## config.mk

```make
export PLATFORM = sky130hd
export DESIGN_NAME = axi_lite_master_bridge_flat
export DESIGN_NICKNAME = d
export VERILOG_FILES = /design/src/rtl/axi_lite_master_bridge_if.sv /design/src/rtl/axi_lite_master_bridge.sv /design/src/flat_wrapper.sv
export SDC_FILE = /design/constraint.sdc
export NUM_CORES = 1
export LEC_CHECK = 0
export CORE_AREA = 2 2 149 151
export DETAILED_ROUTE_END_ITERATION = 8
export DIE_AREA = 0 0 151 153
export PLACE_DENSITY = 0.75
export SYNTH_ARGS = -nofsm -noshare
export SYNTH_HDL_FRONTEND = slang
export SYNTH_SLANG_ARGS = --single-unit
export TNS_END_PERCENT = 20
```

## constraint.sdc

```tcl
create_clock -name ACLK -period 2.2 [get_ports ACLK]
set_clock_uncertainty 0.1 [all_clocks]
set_input_delay 0.22 -clock ACLK [delete_from_list [all_inputs] [get_ports ACLK]]
set_output_delay 0.22 -clock ACLK [all_outputs]
set_load 0.05 [all_outputs]
```

## src/rtl/axi_lite_master_bridge_if.sv

```systemverilog
// AXI4-Lite channel bundle between the LSU bridge (master) and the Sram slave.
// Signal names match the Sram S_AXI_* ports one-for-one.
interface axi_lite_master_bridge_if;
  logic [31:0] M_AXI_AWADDR;
  logic        M_AXI_AWVALID;
  logic        M_AXI_AWREADY;
  logic [63:0] M_AXI_WDATA;
  logic [7:0]  M_AXI_WSTRB;
  logic        M_AXI_WVALID;
  logic        M_AXI_WREADY;
  logic [1:0]  M_AXI_BRESP;
  logic        M_AXI_BVALID;
  logic        M_AXI_BREADY;
  logic [31:0] M_AXI_ARADDR;
  logic        M_AXI_ARVALID;
  logic        M_AXI_ARREADY;
  logic [63:0] M_AXI_RDATA;
  logic [1:0]  M_AXI_RRESP;
  logic        M_AXI_RVALID;
  logic        M_AXI_RREADY;

  modport master (
    output M_AXI_AWADDR, M_AXI_AWVALID, input M_AXI_AWREADY,
    output M_AXI_WDATA, M_AXI_WSTRB, M_AXI_WVALID, input M_AXI_WREADY,
    input  M_AXI_BRESP, M_AXI_BVALID, output M_AXI_BREADY,
    output M_AXI_ARADDR, M_AXI_ARVALID, input M_AXI_ARREADY,
    input  M_AXI_RDATA, M_AXI_RRESP, M_AXI_RVALID, output M_AXI_RREADY
  );

  modport slave (
    input  M_AXI_AWADDR, M_AXI_AWVALID, output M_AXI_AWREADY,
    input  M_AXI_WDATA, M_AXI_WSTRB, M_AXI_WVALID, output M_AXI_WREADY,
    output M_AXI_BRESP, M_AXI_BVALID, input M_AXI_BREADY,
    input  M_AXI_ARADDR, M_AXI_ARVALID, output M_AXI_ARREADY,
    output M_AXI_RDATA, M_AXI_RRESP, M_AXI_RVALID, input M_AXI_RREADY
  );
endinterface

```

## src/rtl/axi_lite_master_bridge.sv

```systemverilog
// Single-outstanding AXI4-Lite master: one LSU request becomes AR/R or AW/W/B traffic plus a one-cycle rsp pulse.
// Optional wait-state abort is enabled by defining AXI_MASTER_TIMEOUT_EN.
module axi_lite_master_bridge #(
  parameter int unsigned TIMEOUT_CYCLES = 255
) (
  input  logic        ACLK,
  input  logic        ARESETn,
  input  logic        req_valid,
  output logic        req_ready,
  input  logic        req_wen,
  input  logic [31:0] req_addr,
  input  logic [63:0] req_wdata,
  input  logic [7:0]  req_wstrb,
  output logic        rsp_valid,
  output logic [63:0] rsp_rdata,
  output logic        rsp_err,
  axi_lite_master_bridge_if.master m_axi
);

  typedef enum logic [2:0] {S_IDLE, S_AR, S_R, S_AW_W, S_B} state_e;

  state_e      state_q, state_d;
  logic [31:0] addr_q, addr_d;
  logic [63:0] wdata_q, wdata_d;
  logic [7:0]  wstrb_q, wstrb_d;
  logic        aw_done_q, aw_done_d;
  logic        w_done_q, w_done_d;
  logic        rsp_valid_q, rsp_valid_d;
  logic        rsp_err_q, rsp_err_d;
  logic [63:0] rsp_rdata_q, rsp_rdata_d;

`ifdef AXI_MASTER_TIMEOUT_EN
  localparam int unsigned CNT_W = $clog2(TIMEOUT_CYCLES + 1);
  logic [CNT_W-1:0] cnt_q, cnt_d;
`endif

  // NOTE: sequential state uses non-blocking assignments so every flop samples pre-edge values.
  always_ff @(posedge ACLK or negedge ARESETn) begin
    if (!ARESETn) begin
      state_q     <= S_IDLE;
      addr_q      <= '0;
      wdata_q     <= '0;
      wstrb_q     <= '0;
      aw_done_q   <= 1'b0;
      w_done_q    <= 1'b0;
      rsp_valid_q <= 1'b0;
      rsp_err_q   <= 1'b0;
      rsp_rdata_q <= '0;
`ifdef AXI_MASTER_TIMEOUT_EN
      cnt_q       <= '0;
`endif
    end else begin
      state_q     <= state_d;
      addr_q      <= addr_d;
      wdata_q     <= wdata_d;
      wstrb_q     <= wstrb_d;
      aw_done_q   <= aw_done_d;
      w_done_q    <= w_done_d;
      rsp_valid_q <= rsp_valid_d;
      rsp_err_q   <= rsp_err_d;
      rsp_rdata_q <= rsp_rdata_d;
`ifdef AXI_MASTER_TIMEOUT_EN
      cnt_q       <= cnt_d;
`endif
    end
  end

  // NOTE: every variable gets a default at the top of the block so no path leaves it unassigned (no latch).
  always_comb begin
    state_d     = state_q;
    addr_d      = addr_q;
    wdata_d     = wdata_q;
    wstrb_d     = wstrb_q;
    aw_done_d   = aw_done_q;
    w_done_d    = w_done_q;
    rsp_valid_d = 1'b0;
    rsp_err_d   = rsp_err_q;
    rsp_rdata_d = rsp_rdata_q;

    unique case (state_q)
      S_IDLE: begin
        if (req_valid) begin
          addr_d    = req_addr;
          wdata_d   = req_wdata;
          wstrb_d   = req_wstrb;
          aw_done_d = 1'b0;
          w_done_d  = 1'b0;
          state_d   = req_wen ? S_AW_W : S_AR;
        end
      end
      S_AR: begin
        if (m_axi.M_AXI_ARREADY) state_d = S_R;
      end
      S_R: begin
        if (m_axi.M_AXI_RVALID) begin
          rsp_valid_d = 1'b1;
          rsp_rdata_d = m_axi.M_AXI_RDATA;
          rsp_err_d   = (m_axi.M_AXI_RRESP != 2'b00);
          state_d     = S_IDLE;
        end
      end
      S_AW_W: begin
        // A ready seen after its own channel finished is harmless: the done flag is already set.
        aw_done_d = aw_done_q | m_axi.M_AXI_AWREADY;
        w_done_d  = w_done_q | m_axi.M_AXI_WREADY;
        if (aw_done_d && w_done_d) state_d = S_B;
      end
      S_B: begin
        if (m_axi.M_AXI_BVALID) begin
          rsp_valid_d = 1'b1;
          rsp_err_d   = (m_axi.M_AXI_BRESP != 2'b00);
          state_d     = S_IDLE;
        end
      end
      default: state_d = S_IDLE;
    endcase

`ifdef AXI_MASTER_TIMEOUT_EN
    // Counter restarts on every state change; expiry overrides any handshake in the same cycle.
    cnt_d = (state_q == S_IDLE || state_d != state_q) ? '0 : cnt_q + 1'b1;
    if (state_q != S_IDLE && cnt_q == CNT_W'(TIMEOUT_CYCLES - 1)) begin
      state_d     = S_IDLE;
      rsp_valid_d = 1'b1;
      rsp_err_d   = 1'b1;
      rsp_rdata_d = '0;
      cnt_d       = '0;
    end
`endif
  end

  // Valids and readies decode registered state only, so they never follow a ready combinationally.
  always_comb begin
    req_ready           = (state_q == S_IDLE);
    m_axi.M_AXI_ARVALID = (state_q == S_AR);
    m_axi.M_AXI_RREADY  = (state_q == S_R);
    m_axi.M_AXI_AWVALID = (state_q == S_AW_W) && !aw_done_q;
    m_axi.M_AXI_WVALID  = (state_q == S_AW_W) && !w_done_q;
    m_axi.M_AXI_BREADY  = (state_q == S_B);
    m_axi.M_AXI_ARADDR  = addr_q;
    m_axi.M_AXI_AWADDR  = addr_q;
    m_axi.M_AXI_WDATA   = wdata_q;
    m_axi.M_AXI_WSTRB   = wstrb_q;
    rsp_valid           = rsp_valid_q;
    rsp_err             = rsp_err_q;
    rsp_rdata           = rsp_rdata_q;
  end

endmodule
```

## src/flat_wrapper.sv

```systemverilog
// flat-port wrapper written by rule: the top's interface ports become plain ports
module axi_lite_master_bridge_flat 
#(
  parameter int unsigned TIMEOUT_CYCLES = 255
)
  (ACLK, ARESETn, req_valid, req_ready, req_wen, req_addr, req_wdata, req_wstrb, rsp_valid, rsp_rdata, rsp_err, m_axi_M_AXI_AWADDR, m_axi_M_AXI_AWVALID, m_axi_M_AXI_AWREADY, m_axi_M_AXI_WDATA, m_axi_M_AXI_WSTRB, m_axi_M_AXI_WVALID, m_axi_M_AXI_WREADY, m_axi_M_AXI_BRESP, m_axi_M_AXI_BVALID, m_axi_M_AXI_BREADY, m_axi_M_AXI_ARADDR, m_axi_M_AXI_ARVALID, m_axi_M_AXI_ARREADY, m_axi_M_AXI_RDATA, m_axi_M_AXI_RRESP, m_axi_M_AXI_RVALID, m_axi_M_AXI_RREADY);
  axi_lite_master_bridge_if m_axi_i ();
  input  logic ACLK;
  input  logic ARESETn;
  input  logic req_valid;
  output logic req_ready;
  input  logic req_wen;
  input  logic [31:0] req_addr;
  input  logic [63:0] req_wdata;
  input  logic [7:0] req_wstrb;
  output logic rsp_valid;
  output logic [63:0] rsp_rdata;
  output logic rsp_err;
  output wire logic [$bits(m_axi_i.M_AXI_AWADDR)-1:0] m_axi_M_AXI_AWADDR;
  output wire logic [$bits(m_axi_i.M_AXI_AWVALID)-1:0] m_axi_M_AXI_AWVALID;
  input wire logic [$bits(m_axi_i.M_AXI_AWREADY)-1:0] m_axi_M_AXI_AWREADY;
  output wire logic [$bits(m_axi_i.M_AXI_WDATA)-1:0] m_axi_M_AXI_WDATA;
  output wire logic [$bits(m_axi_i.M_AXI_WSTRB)-1:0] m_axi_M_AXI_WSTRB;
  output wire logic [$bits(m_axi_i.M_AXI_WVALID)-1:0] m_axi_M_AXI_WVALID;
  input wire logic [$bits(m_axi_i.M_AXI_WREADY)-1:0] m_axi_M_AXI_WREADY;
  input wire logic [$bits(m_axi_i.M_AXI_BRESP)-1:0] m_axi_M_AXI_BRESP;
  input wire logic [$bits(m_axi_i.M_AXI_BVALID)-1:0] m_axi_M_AXI_BVALID;
  output wire logic [$bits(m_axi_i.M_AXI_BREADY)-1:0] m_axi_M_AXI_BREADY;
  output wire logic [$bits(m_axi_i.M_AXI_ARADDR)-1:0] m_axi_M_AXI_ARADDR;
  output wire logic [$bits(m_axi_i.M_AXI_ARVALID)-1:0] m_axi_M_AXI_ARVALID;
  input wire logic [$bits(m_axi_i.M_AXI_ARREADY)-1:0] m_axi_M_AXI_ARREADY;
  input wire logic [$bits(m_axi_i.M_AXI_RDATA)-1:0] m_axi_M_AXI_RDATA;
  input wire logic [$bits(m_axi_i.M_AXI_RRESP)-1:0] m_axi_M_AXI_RRESP;
  input wire logic [$bits(m_axi_i.M_AXI_RVALID)-1:0] m_axi_M_AXI_RVALID;
  output wire logic [$bits(m_axi_i.M_AXI_RREADY)-1:0] m_axi_M_AXI_RREADY;
  assign m_axi_M_AXI_AWADDR = m_axi_i.M_AXI_AWADDR;
  assign m_axi_M_AXI_AWVALID = m_axi_i.M_AXI_AWVALID;
  assign m_axi_i.M_AXI_AWREADY = m_axi_M_AXI_AWREADY;
  assign m_axi_M_AXI_WDATA = m_axi_i.M_AXI_WDATA;
  assign m_axi_M_AXI_WSTRB = m_axi_i.M_AXI_WSTRB;
  assign m_axi_M_AXI_WVALID = m_axi_i.M_AXI_WVALID;
  assign m_axi_i.M_AXI_WREADY = m_axi_M_AXI_WREADY;
  assign m_axi_i.M_AXI_BRESP = m_axi_M_AXI_BRESP;
  assign m_axi_i.M_AXI_BVALID = m_axi_M_AXI_BVALID;
  assign m_axi_M_AXI_BREADY = m_axi_i.M_AXI_BREADY;
  assign m_axi_M_AXI_ARADDR = m_axi_i.M_AXI_ARADDR;
  assign m_axi_M_AXI_ARVALID = m_axi_i.M_AXI_ARVALID;
  assign m_axi_i.M_AXI_ARREADY = m_axi_M_AXI_ARREADY;
  assign m_axi_i.M_AXI_RDATA = m_axi_M_AXI_RDATA;
  assign m_axi_i.M_AXI_RRESP = m_axi_M_AXI_RRESP;
  assign m_axi_i.M_AXI_RVALID = m_axi_M_AXI_RVALID;
  assign m_axi_M_AXI_RREADY = m_axi_i.M_AXI_RREADY;
  axi_lite_master_bridge #(.TIMEOUT_CYCLES(TIMEOUT_CYCLES)) u_core (.ACLK(ACLK), .ARESETn(ARESETn), .req_valid(req_valid), .req_ready(req_ready), .req_wen(req_wen), .req_addr(req_addr), .req_wdata(req_wdata), .req_wstrb(req_wstrb), .rsp_valid(rsp_valid), .rsp_rdata(rsp_rdata), .rsp_err(rsp_err), .m_axi(m_axi_i));
endmodule
```

* After elaboration in Yosys (flattened, before gate mapping) *
Cells that the tools add are included.

storage, ports and cells
  register bits = 175
  output and inout port bits = 208
  logic and storage cells = 51

operators by class
  eq/ne operators = 9
  multiplexer cells = 16
  bitwise gates (word level) = 2
  reductions and logical operators = 15

operator list
  operator              count
  $mux W3               5
  $pmux W3 S5           1
  $pmux W1 S2           4
  $reduce_bool A2 Y1    4
  $eq A3 B2 Y1 const B  2
  $ne A2 B2 Y1 const B  3
  $reduce_and A2 Y1     3
  $mux W1               5
  $reduce_and A5 Y1     1
  $ne A2 B1 Y1 const B  2
  $eq A3 B1 Y1 const B  1
  $eq A3 B3 Y1 const B  1
  $logic_and A1 B1 Y1   3
  $logic_not A3 Y1      1
  $reduce_and A3 Y1     1
  $logic_not A1 Y1      2
  $mux W2               1
  $or A1 B1 Y1          2

* Longest topological paths before layout *
Gate-level depths: netlist (run 1).

  depth after elaboration = 4
  mapped depth = 6

* Least setup slack after synthesis (run 1) *
OpenSTA, ideal clock, no wires.

  path kind = register to output
  start point = register u_core.state_q[0]
  end point = output m_axi_M_AXI_RREADY
  arrival time = 1,800 ps
  required time = 1,880 ps
  setup slack = 80 ps
  stages on the path, launching flop included = 4
  path buffers = 2
  cell sequence = dfrtp_1 > buf_2 > clkbuf_1 > nor3_1

between the ends
  cells in the longest elaborated chain, start to end = 1

RTL lines
  what                    line                           RTL
  from (decl)             axi_lite_master_bridge.sv:22   state_e state_q, state_d;
  from (signal assigned)  axi_lite_master_bridge.sv:53   state_q <= state_d;
  $eq A3 B2 Y1            axi_lite_master_bridge.sv:135  m_axi.M_AXI_RREADY = (state_q == S_R);
  to (decl)               flat_wrapper.sv:35             output wire logic [$bits(m_axi_i.M_AXI_RREADY)-1:0] m_axi_M_AXI_RREADY;

No other way between the ends.

* Worst setup path after layout (run 1) *
  start point = register u_core.state_q[0]
  end point = output m_axi_M_AXI_WVALID

between the ends
  cells in the longest elaborated chain, start to end = 2

RTL lines
  what                 line                           RTL
  $eq A3 B2 Y1         axi_lite_master_bridge.sv:137  m_axi.M_AXI_WVALID = (state_q == S_AW_W) && !w_done_q;
  $logic_and A1 B1 Y1  axi_lite_master_bridge.sv:137
  to (decl)            flat_wrapper.sv:24             output wire logic [$bits(m_axi_i.M_AXI_WVALID)-1:0] m_axi_M_AXI_WVALID;

No other way between the ends.

==> metrics.json, run 1 <==
{
  "outcome": {
    "status": "finished clean"
  },
  "drt": {
    "detail-route-antenna-nets": 0,
    "pre_repair_dr_iteration_count": 4,
    "routed_wl_um": 19200,
    "vias_per_cell": 4.47,
    "num_vias": 4957,
    "drt_iter0_drc": 107,
    "detail_route.drc_violations": 0,
    "post_drt_wl_per_cell_um": 17.3
  },
  "yosys": {
    "synth_simple_gate_area_frac": 0.0189,
    "synthXorXnorAreaFrac": 0,
    "synth-seq-cells": 175,
    "mappedNetlistNets": 619,
    "synth_fa_ha_area_frac": 0,
    "synthCells": 438,
    "synth.distinct_cells": 26,
    "synth_compound_area_frac": 0.0135,
    "combinational_family_with_the_most_area_after_synthesis": "multiplexers",
    "synth_seq_area_share": 0.630,
    "cell_area_after_synthesis_mm2": 0.00695,
    "mux_share_of_post_synthesis_cell_area": 0.274,
    "synth.avg_cell_area_um2": 15.9,
    "count_of_synthesis_stage_warnings_from_yosys": 0
  },
  "final_layout": {
    "filler_cell_count": 1831,
    "fraction_of_final_layout_cells_sized_beyond_drive_strength_1": 0.201,
    "final_nets": 997,
    "register_area_mm2": 0.00438,
    "most-common-layout-cells": "sky130_fd_sc_hd__clkdlybuf4s50_1, sky130_fd_sc_hd__dfrtp_1, sky130_fd_sc_hd__mux2_2",
    "num_antenna_cells": 0,
    "area_taken_by_multi_input_logic_gates_mm2": 0.00213,
    "post-route-cell-area_mm2": 0.0117,
    "areaGrowthSynthToFinish_pct": 67.7,
    "layout_commonest_cell": "sky130_fd_sc_hd__clkdlybuf4s50_1"
  },
  "setup_path": {
    "r2r-end": "u_core.rsp_rdata[25]$_DFFE_PN0P_",
    "r2r_cells": 4,
    "crit_arrival_ps": 1670,
    "critPathLaunchType": "flop",
    "critPathRequiredTime_ps": 1880,
    "regToRegStartpoint": "u_core.state_q[0]$_DFFE_PN0P_",
    "setup_crit_start": "u_core.state_q[0]$_DFFE_PN0P_",
    "cp_max_fo": 10,
    "critical_path.endpoint_type": "output pin",
    "setup.worst_path.class": "flop to output pin",
    "reg2reg_slack_ps": 290
  },
  "cts": {
    "clock_tree.buffer_depth": 2,
    "tritoncts": "built",
    "cts.htree.levels": 4,
    "root_buffer": "sky130_fd_sc_hd__clkbuf_16",
    "path_clk_slew_ps": 70,
    "cts_made_buffers": 17,
    "cts.sinks": 175,
    "clock_latency_ps": 420
  },
  "floorplan": {
    "coreArea_mm2": 0.0215,
    "placement_rows": 54,
    "fp.dieW_um": 151,
    "die_area_mm2": 0.0231,
    "starting_utilization_of_the_core_area": 0.324,
    "boundaryPins": 389,
    "die_y_extent_um": 153
  },
  "place": {
    "io_buffer_count": 388,
    "finalWeightedCongestion": 0.827,
    "postPlaceCellArea_mm2": 0.0110,
    "dp_hpwl_um": 14700
  },
  "timing": {
    "setup_viol_count_final": 0,
    "setup-tns-final_ps": 0,
    "maxSlewHeadroom": 0.622,
    "rsz0062_at_grt": "false",
    "worst_slew_pin_slew_ps": 565,
    "finalCritPeriodShare": 0.904,
    "final-max-slew-violation-count": 0,
    "report.final.hold_viol_count": 0,
    "final.hold.worst_slack_ps": 223,
    "min_period_ps": 1990,
    "max_clock_freq_mhz": 503
  },
  "grt": {
    "grt_overflow_total": 0,
    "initial_antenna_violation_count": 0,
    "grt_pass1_wl_um": 29300,
    "number_of_global_route_vias_before_repair": 5382,
    "global_route.usage.total": 0.165,
    "grt_start_max_net_pins": 66
  },
  "worst_hold_path": {
    "min_path_type": "primary input to async pin"
  },
  "job": {
    "max-cap-violations": 0
  }
}
==> worst max-delay path by stage <==
stage                                           endpoint  slack [ps]  cells past startpoint
2_1_floorplan                         m_axi_M_AXI_RREADY          80                      3
3_3_place_gp     u_core.m_axi.M_AXI_WSTRB[7]$_DFFE_PN0P_         160                      6
3_5_place_dp   u_core.m_axi.M_AXI_ARADDR[21]$_DFFE_PN0P_         100                      6
4_1_cts                              m_axi_M_AXI_AWVALID           1                      5
5_1_grt                              m_axi_M_AXI_AWVALID          70                      5
6_report                              m_axi_M_AXI_WVALID         210                      5
==> cell families (layout without fill, tap and decap cells) <==
group                  Yosys count  count (layout)
AND/OR/NAND/NOR                 21              21
flip-flops                     175             175
buffers and inverters           58             449
AO/OA/AOI/OAI                   15              15
multiplexers                   169             169
==> per-layer routing <==
metal / GRT usage / share of wire / up-vias
li1: - / - / 2259
met1: 0.185 / 0.38 / 2447
met2: 0.288 / 0.50 / 222
met3: 0.0615 / 0.088 / 29
met4: 0.0561 / 0.025 / 0
met5: 0 / 0 / -
==> registers in the layout, indices dropped and copies added (netlist names) <==
signal,cells
u_core.rsp_valid,1
u_core.w_done_q,1
u_core.state_q,3
u_core.rsp_rdata,64
u_core.m_axi.M_AXI_ARADDR,32
u_core.aw_done_q,1
u_core.m_axi.M_AXI_WDATA,64
u_core.m_axi.M_AXI_WSTRB,8
u_core.rsp_err,1
==> critical path: stages, from the launching register on <==
cell	delay [ps]
sky130_fd_sc_hd__dfrtp_2	410
sky130_fd_sc_hd__buf_4	180
sky130_fd_sc_hd__nor2b_2	210
sky130_fd_sc_hd__nand2_1	130
sky130_fd_sc_hd__nor2_2	170
sky130_fd_sc_hd__buf_12	160
==> cell type report <==
type                    count  share of cell area
inverters                   4             0.00129
well taps                 280              0.0300
multi-input cells         205               0.183
clock inverters            13              0.0106
clock buffers              19              0.0380
flip-flops and latches    175               0.376
repair buffers            413               0.361
==> synth_stat cells (all sizes together) <==
master | instances | share of area
dfrtp | 175 | 0.63
mux2 | 168 | 0.27
buf | 53 | 0.061
nand2 | 6 | 0.0032
a21oi | 5 | 0.0036
nor2 | 5 | 0.0027
inv | 4 | 0.0022
o21ai | 4 | 0.0029
nor3 | 3 | 0.0038
nand3b | 2 | 0.0022
o22ai | 2 | 0.0018
a211o | 1 | 0.0013
a221oi | 1 | 0.0013
and2 | 1 | 0.00090
clkbuf | 1 | 0.00054
mux2i | 1 | 0.0014
nand2b | 1 | 0.00090
nand3 | 1 | 0.00072
nor2b | 1 | 0.00090
nor4bb | 1 | 0.0036
o211ai | 1 | 0.0011
o221a | 1 | 0.0016
==> repair_timing <==
action / CTS / global route
hold endpoints to repair: 44 / 0
gates resized for setup: 2 / 3
hold buffers: 1 / 0
endpoints found under the setup margin: 2 / 3
setup buffers: 0 / 3
==> through the flow <==
| stage | setup WS, ps | cells | utilization |
|---|---|---|---|
| after floorplan | 79.8 | 438 | - |
| after global placement | 158 | 1073 | 0.514 |
| after detailed placement | 98.2 | 1073 | 0.514 |
| after CTS | 1.24 | 1106 | 0.541 |
| after global routing | 67.0 | 1109 | 0.543 |
| final | 212 | 1109 | 0.543 |
Power of run 1 is not shown: default switching activity piles up to over one toggle a cycle in this logic, so the estimate is an artifact.
==> run 2: changes to the inputs <==
--- a/config.mk
+++ b/config.mk
@@ -5,9 +5,9 @@
 export SDC_FILE = /design/constraint.sdc
 export NUM_CORES = 1
 export LEC_CHECK = 0
-export CORE_AREA = 2 2 149 151
+export CORE_AREA = 2 2 153 155
 export DETAILED_ROUTE_END_ITERATION = 8
-export DIE_AREA = 0 0 151 153
+export DIE_AREA = 0 0 155 157
 export PLACE_DENSITY = 0.75
 export SYNTH_ARGS = -nofsm -noshare
 export SYNTH_HDL_FRONTEND = slang
==> constraint.sdc (replaced) <==
create_clock -name ACLK -period 1.6 [get_ports ACLK]
set_clock_uncertainty 0.1 [all_clocks]
set_input_delay 0.16 -clock ACLK [delete_from_list [all_inputs] [get_ports ACLK]]
set_output_delay 0.16 -clock ACLK [all_outputs]
set_load 0.05 [all_outputs]
==> run 2 against run 1 <==
  * The run now ends with negative setup slack left
  * Via count is 1.6% higher
  * Highest routed layer unchanged
  * Critical endpoint is now u_core.m_axi.M_AXI_WDATA[20]$_DFFE_PN0P_
  * Sequential cell count unchanged
  * Wire length increased by 0.44%
  * Clock-buffer cell count unchanged
  * Hold slack got worse by 120 ps
  * Global-route usage shrank 1.5 points
  * Largest cell class unchanged
==> metrics.json, run 2 (same netlist as run 1, synthesis figures left out) <==
{
  "setup_path": {
    "regToRegStartpoint": {"value": "u_core.state_q[0]$_DFFE_PN0P_", "change": "unchanged"},
    "critical_path.endpoint_type": {"value": "flop", "change": "was output pin"},
    "cp_max_fo": {"value": 17, "change": "was 10"},
    "setup_crit_start": {"value": "u_core.state_q[0]$_DFFE_PN0P_", "change": "unchanged"},
    "r2r-end": {"value": "u_core.m_axi.M_AXI_WDATA[20]$_DFFE_PN0P_", "change": "was u_core.rsp_rdata[25]$_DFFE_PN0P_"},
    "cp_cell_sequence": {"value": "buf_6 > buf_6 > nor3_4 > buf_12 > buf_12 > mux2_2", "change": "was buf_4 > nor2b_2 > nand2_1 > nor2_2 > buf_12"},
    "setup.worst_path.class": {"value": "flop to flop", "change": "was flop to output pin"},
    "worst_path_max_delay_cell": {"value": "sky130_fd_sc_hd__dfrtp_2", "change": "unchanged"},
    "crit_cells": {"value": 6, "change": "was 5"},
    "crit_family": {"value": "buffers and inverters", "change": "was simple AND/OR/NAND/NOR gates"},
    "critical-path-max-stage-delay": {"value": 420, "unit": "ps", "change": "was 410 ps"},
    "path_buf_inv": {"value": 4, "change": "was 2"},
    "critPathLaunchType": {"value": "flop", "change": "unchanged"},
    "reg2reg_slack": {"value": -210, "unit": "ps", "change": "was 290 ps"},
    "r2r_cells": {"value": 6, "change": "was 4"},
    "crit_arrival": {"value": 2000, "unit": "ps", "change": "was 1670 ps"},
    "critPathRequiredTime": {"value": 1790, "unit": "ps", "change": "was 1880 ps"}
  },
  "drt": {
    "post_drt_wl_per_cell": {"value": 17.1, "unit": "um", "change": "was 17.3 um"},
    "detail_route.drc_violations": {"value": 0, "change": "unchanged"},
    "num_vias": {"value": 5035, "change": "was 4957"},
    "routed.top_layer": {"value": "met4", "change": "unchanged"},
    "vias_per_cell": {"value": 4.45, "change": "was 4.47"},
    "dr_wl_met2": {"value": 10000, "unit": "um", "change": "was 9690 um"},
    "routed_wl": {"value": 19300, "unit": "um", "change": "was 19200 um"},
    "detail_route.wirelength.met1": {"value": 7550, "unit": "um", "change": "was 7360 um"},
    "detail-route-antenna-nets": {"value": 0, "change": "unchanged"},
    "pre_repair_dr_iteration_count": {"value": 4, "change": "unchanged"},
    "dr_wl_met3": {"value": 1210, "unit": "um", "change": "was 1680 um"},
    "drt_iter0_drc": {"value": 151, "change": "was 107"}
  },
  "job": {
    "max-cap-violations": {"value": 0, "change": "unchanged"}
  },
  "final_layout": {
    "num_antenna_cells": {"value": 0, "change": "unchanged"},
    "area_taken_by_multi_input_logic_gates": {"value": 0.00239, "unit": "mm^2", "change": "was 0.00213 mm^2"},
    "filler_cell_count": {"value": 1920, "change": "was 1831"},
    "most-common-layout-cells": {"value": "sky130_fd_sc_hd__buf_4, sky130_fd_sc_hd__clkdlybuf4s50_1, sky130_fd_sc_hd__dfrtp_1", "change": "was sky130_fd_sc_hd__clkdlybuf4s50_1, sky130_fd_sc_hd__dfrtp_1, sky130_fd_sc_hd__mux2_2"},
    "areaGrowthSynthToFinish": {"value": 66.6, "unit": "%", "change": "was 67.7%"},
    "final_nets": {"value": 1016, "change": "was 997"},
    "register_area": {"value": 0.00438, "unit": "mm^2", "change": "about the same"},
    "fraction_of_final_layout_cells_sized_beyond_drive_strength_1": {"value": 0.503, "change": "was 0.201"},
    "layout_commonest_cell": {"value": "sky130_fd_sc_hd__buf_4", "change": "was sky130_fd_sc_hd__clkdlybuf4s50_1"}
  },
  "floorplan": {
    "coreArea": {"value": 0.0225, "unit": "mm^2", "change": "was 0.0215 mm^2"},
    "die_area": {"value": 0.0243, "unit": "mm^2", "change": "was 0.0231 mm^2"},
    "fp.dieW": {"value": 155, "unit": "um", "change": "was 151 um"},
    "starting_utilization_of_the_core_area": {"value": 0.309, "change": "was 0.324"},
    "placement_rows": {"value": 55, "change": "was 54"},
    "boundaryPins": {"value": 389, "change": "unchanged"},
    "die_y_extent": {"value": 157, "unit": "um", "change": "was 153 um"}
  },
  "grt": {
    "initial_antenna_violation_count": {"value": 0, "change": "unchanged"},
    "grt_start_max_net_pins": {"value": 49, "change": "was 66"},
    "grt_overflow_total": {"value": 0, "change": "unchanged"},
    "number_of_global_route_vias_before_repair": {"value": 5238, "change": "was 5382"},
    "grt_pass1_wl": {"value": 28500, "unit": "um", "change": "was 29300 um"},
    "global_route.usage.total": {"value": 0.150, "change": "was 0.165"}
  },
  "timing": {
    "worst_slew_pin_slew": {"value": 297, "unit": "ps", "change": "was 565 ps"},
    "report.final.hold_viol_count": {"value": 0, "change": "unchanged"},
    "setup-tns-final": {"value": -28100, "unit": "ps", "change": "was 0 ps"},
    "final.setup.worst_slack": {"value": -208, "unit": "ps", "change": "was 212 ps"},
    "rsz0062_at_grt": {"value": "true", "change": "was false"},
    "min_period_ps": 1810,
    "finalCritPeriodShare": 1.13,
    "max_clock_freq_mhz": 553,
    "setup_viol_count_final": {"value": 174, "change": "was 0"},
    "final-max-slew-violation-count": {"value": 0, "change": "unchanged"},
    "maxSlewHeadroom": {"value": 0.802, "change": "was 0.622"}
  },
  "cts": {
    "cts.htree.levels": {"value": 4, "change": "unchanged"},
    "clock_latency": {"value": 410, "unit": "ps", "change": "was 420 ps"},
    "root_buffer": {"value": "sky130_fd_sc_hd__clkbuf_16", "change": "unchanged"},
    "cts_made_buffers": {"value": 17, "change": "unchanged"},
    "path_clk_slew": {"value": 70, "unit": "ps", "change": "about the same"},
    "clock_tree.buffer_depth": {"value": 2, "change": "unchanged"},
    "cts.sinks": {"value": 175, "change": "unchanged"},
    "tritoncts": {"value": "built", "change": "unchanged"}
  },
  "worst_hold_path": {
    "min_path_type": {"value": "primary input to async pin", "change": "unchanged"}
  },
  "outcome": {
    "failing_checks": "negative setup slack",
    "status": {"value": "complete, but fails checks", "change": "was finished clean"}
  },
  "place": {
    "io_buffer_count": {"value": 388, "change": "unchanged"},
    "dp_hpwl": {"value": 14600, "unit": "um", "change": "was 14700 um"},
    "finalWeightedCongestion": {"value": 0.797, "change": "was 0.827"}
  }
}
run 2: cell count changes in the layout (fill, tap and decap cells not counted), moves of 8 or more:
cell | before | now
sky130_fd_sc_hd__buf_4 | 18 | 228
sky130_fd_sc_hd__mux2_2 | 97 | 78
sky130_fd_sc_hd__mux2_4 | 0 | 52
sky130_fd_sc_hd__clkdlybuf4s50_1 | 381 | 179
sky130_fd_sc_hd__mux2_1 | 71 | 38
sky130_fd_sc_hd__buf_6 | 1 | 9
run 2: routing by layer:
metal | global-route usage | vias up
met5 | 0 | -
met4 | 0.0604 | 0
met3 | 0.0391 | 32
met2 | 0.261 | 235
met1 | 0.179 | 2478
li1 | - | 2290
run 2: area by class of cell:
class,count,area share
multi-input cells,205,0.206
clock buffers,19,0.0374
clock inverters,12,0.00886
well taps,285,0.0308
repair buffers,432,0.338
flip-flops and latches,175,0.378
inverters,4,0.00130
run 2: metrics by stage:
| stage | util | hold slack [ps] | instances | setup WS (ps) | area [um^2] |
|---|---|---|---|---|---|
| floorplan | - | -236 | 438 | -105 | 7050 |
| global placement | 0.479 | -41.7 | 1095 | -361 | 10800 |
| detailed placement | 0.479 | -44.1 | 1095 | -383 | 10800 |
| CTS | 0.511 | 73.9 | 1132 | -214 | 11500 |
| global route | 0.515 | 107 | 1132 | -278 | 11600 |
| finish | 0.515 | 106 | 1132 | -208 | 11600 |
run 2: repair_timing:
action,4_1_cts,5_1_grt
hold buffers,1,0
gates resized for setup,35,25
hold endpoints to repair,175,0
endpoints found under the setup margin,168,175
pin swaps,2,0
setup buffers,5,0
run 2: worst max-delay path by stage:
stage | endpoint | slack [ps]
after global placement | u_core.rsp_rdata[0]$_DFFE_PN0P_ | -360
after floorplan | m_axi_M_AXI_AWVALID | -100
after global routing | m_axi_M_AXI_WVALID | -280
final | u_core.m_axi.M_AXI_WDATA[20]$_DFFE_PN0P_ | -210
after detailed placement | u_core.rsp_rdata[7]$_DFFE_PN0P_ | -380
after CTS | u_core.m_axi.M_AXI_WDATA[49]$_DFFE_PN0P_ | -210
Power of run 2 is left out for the same reason.
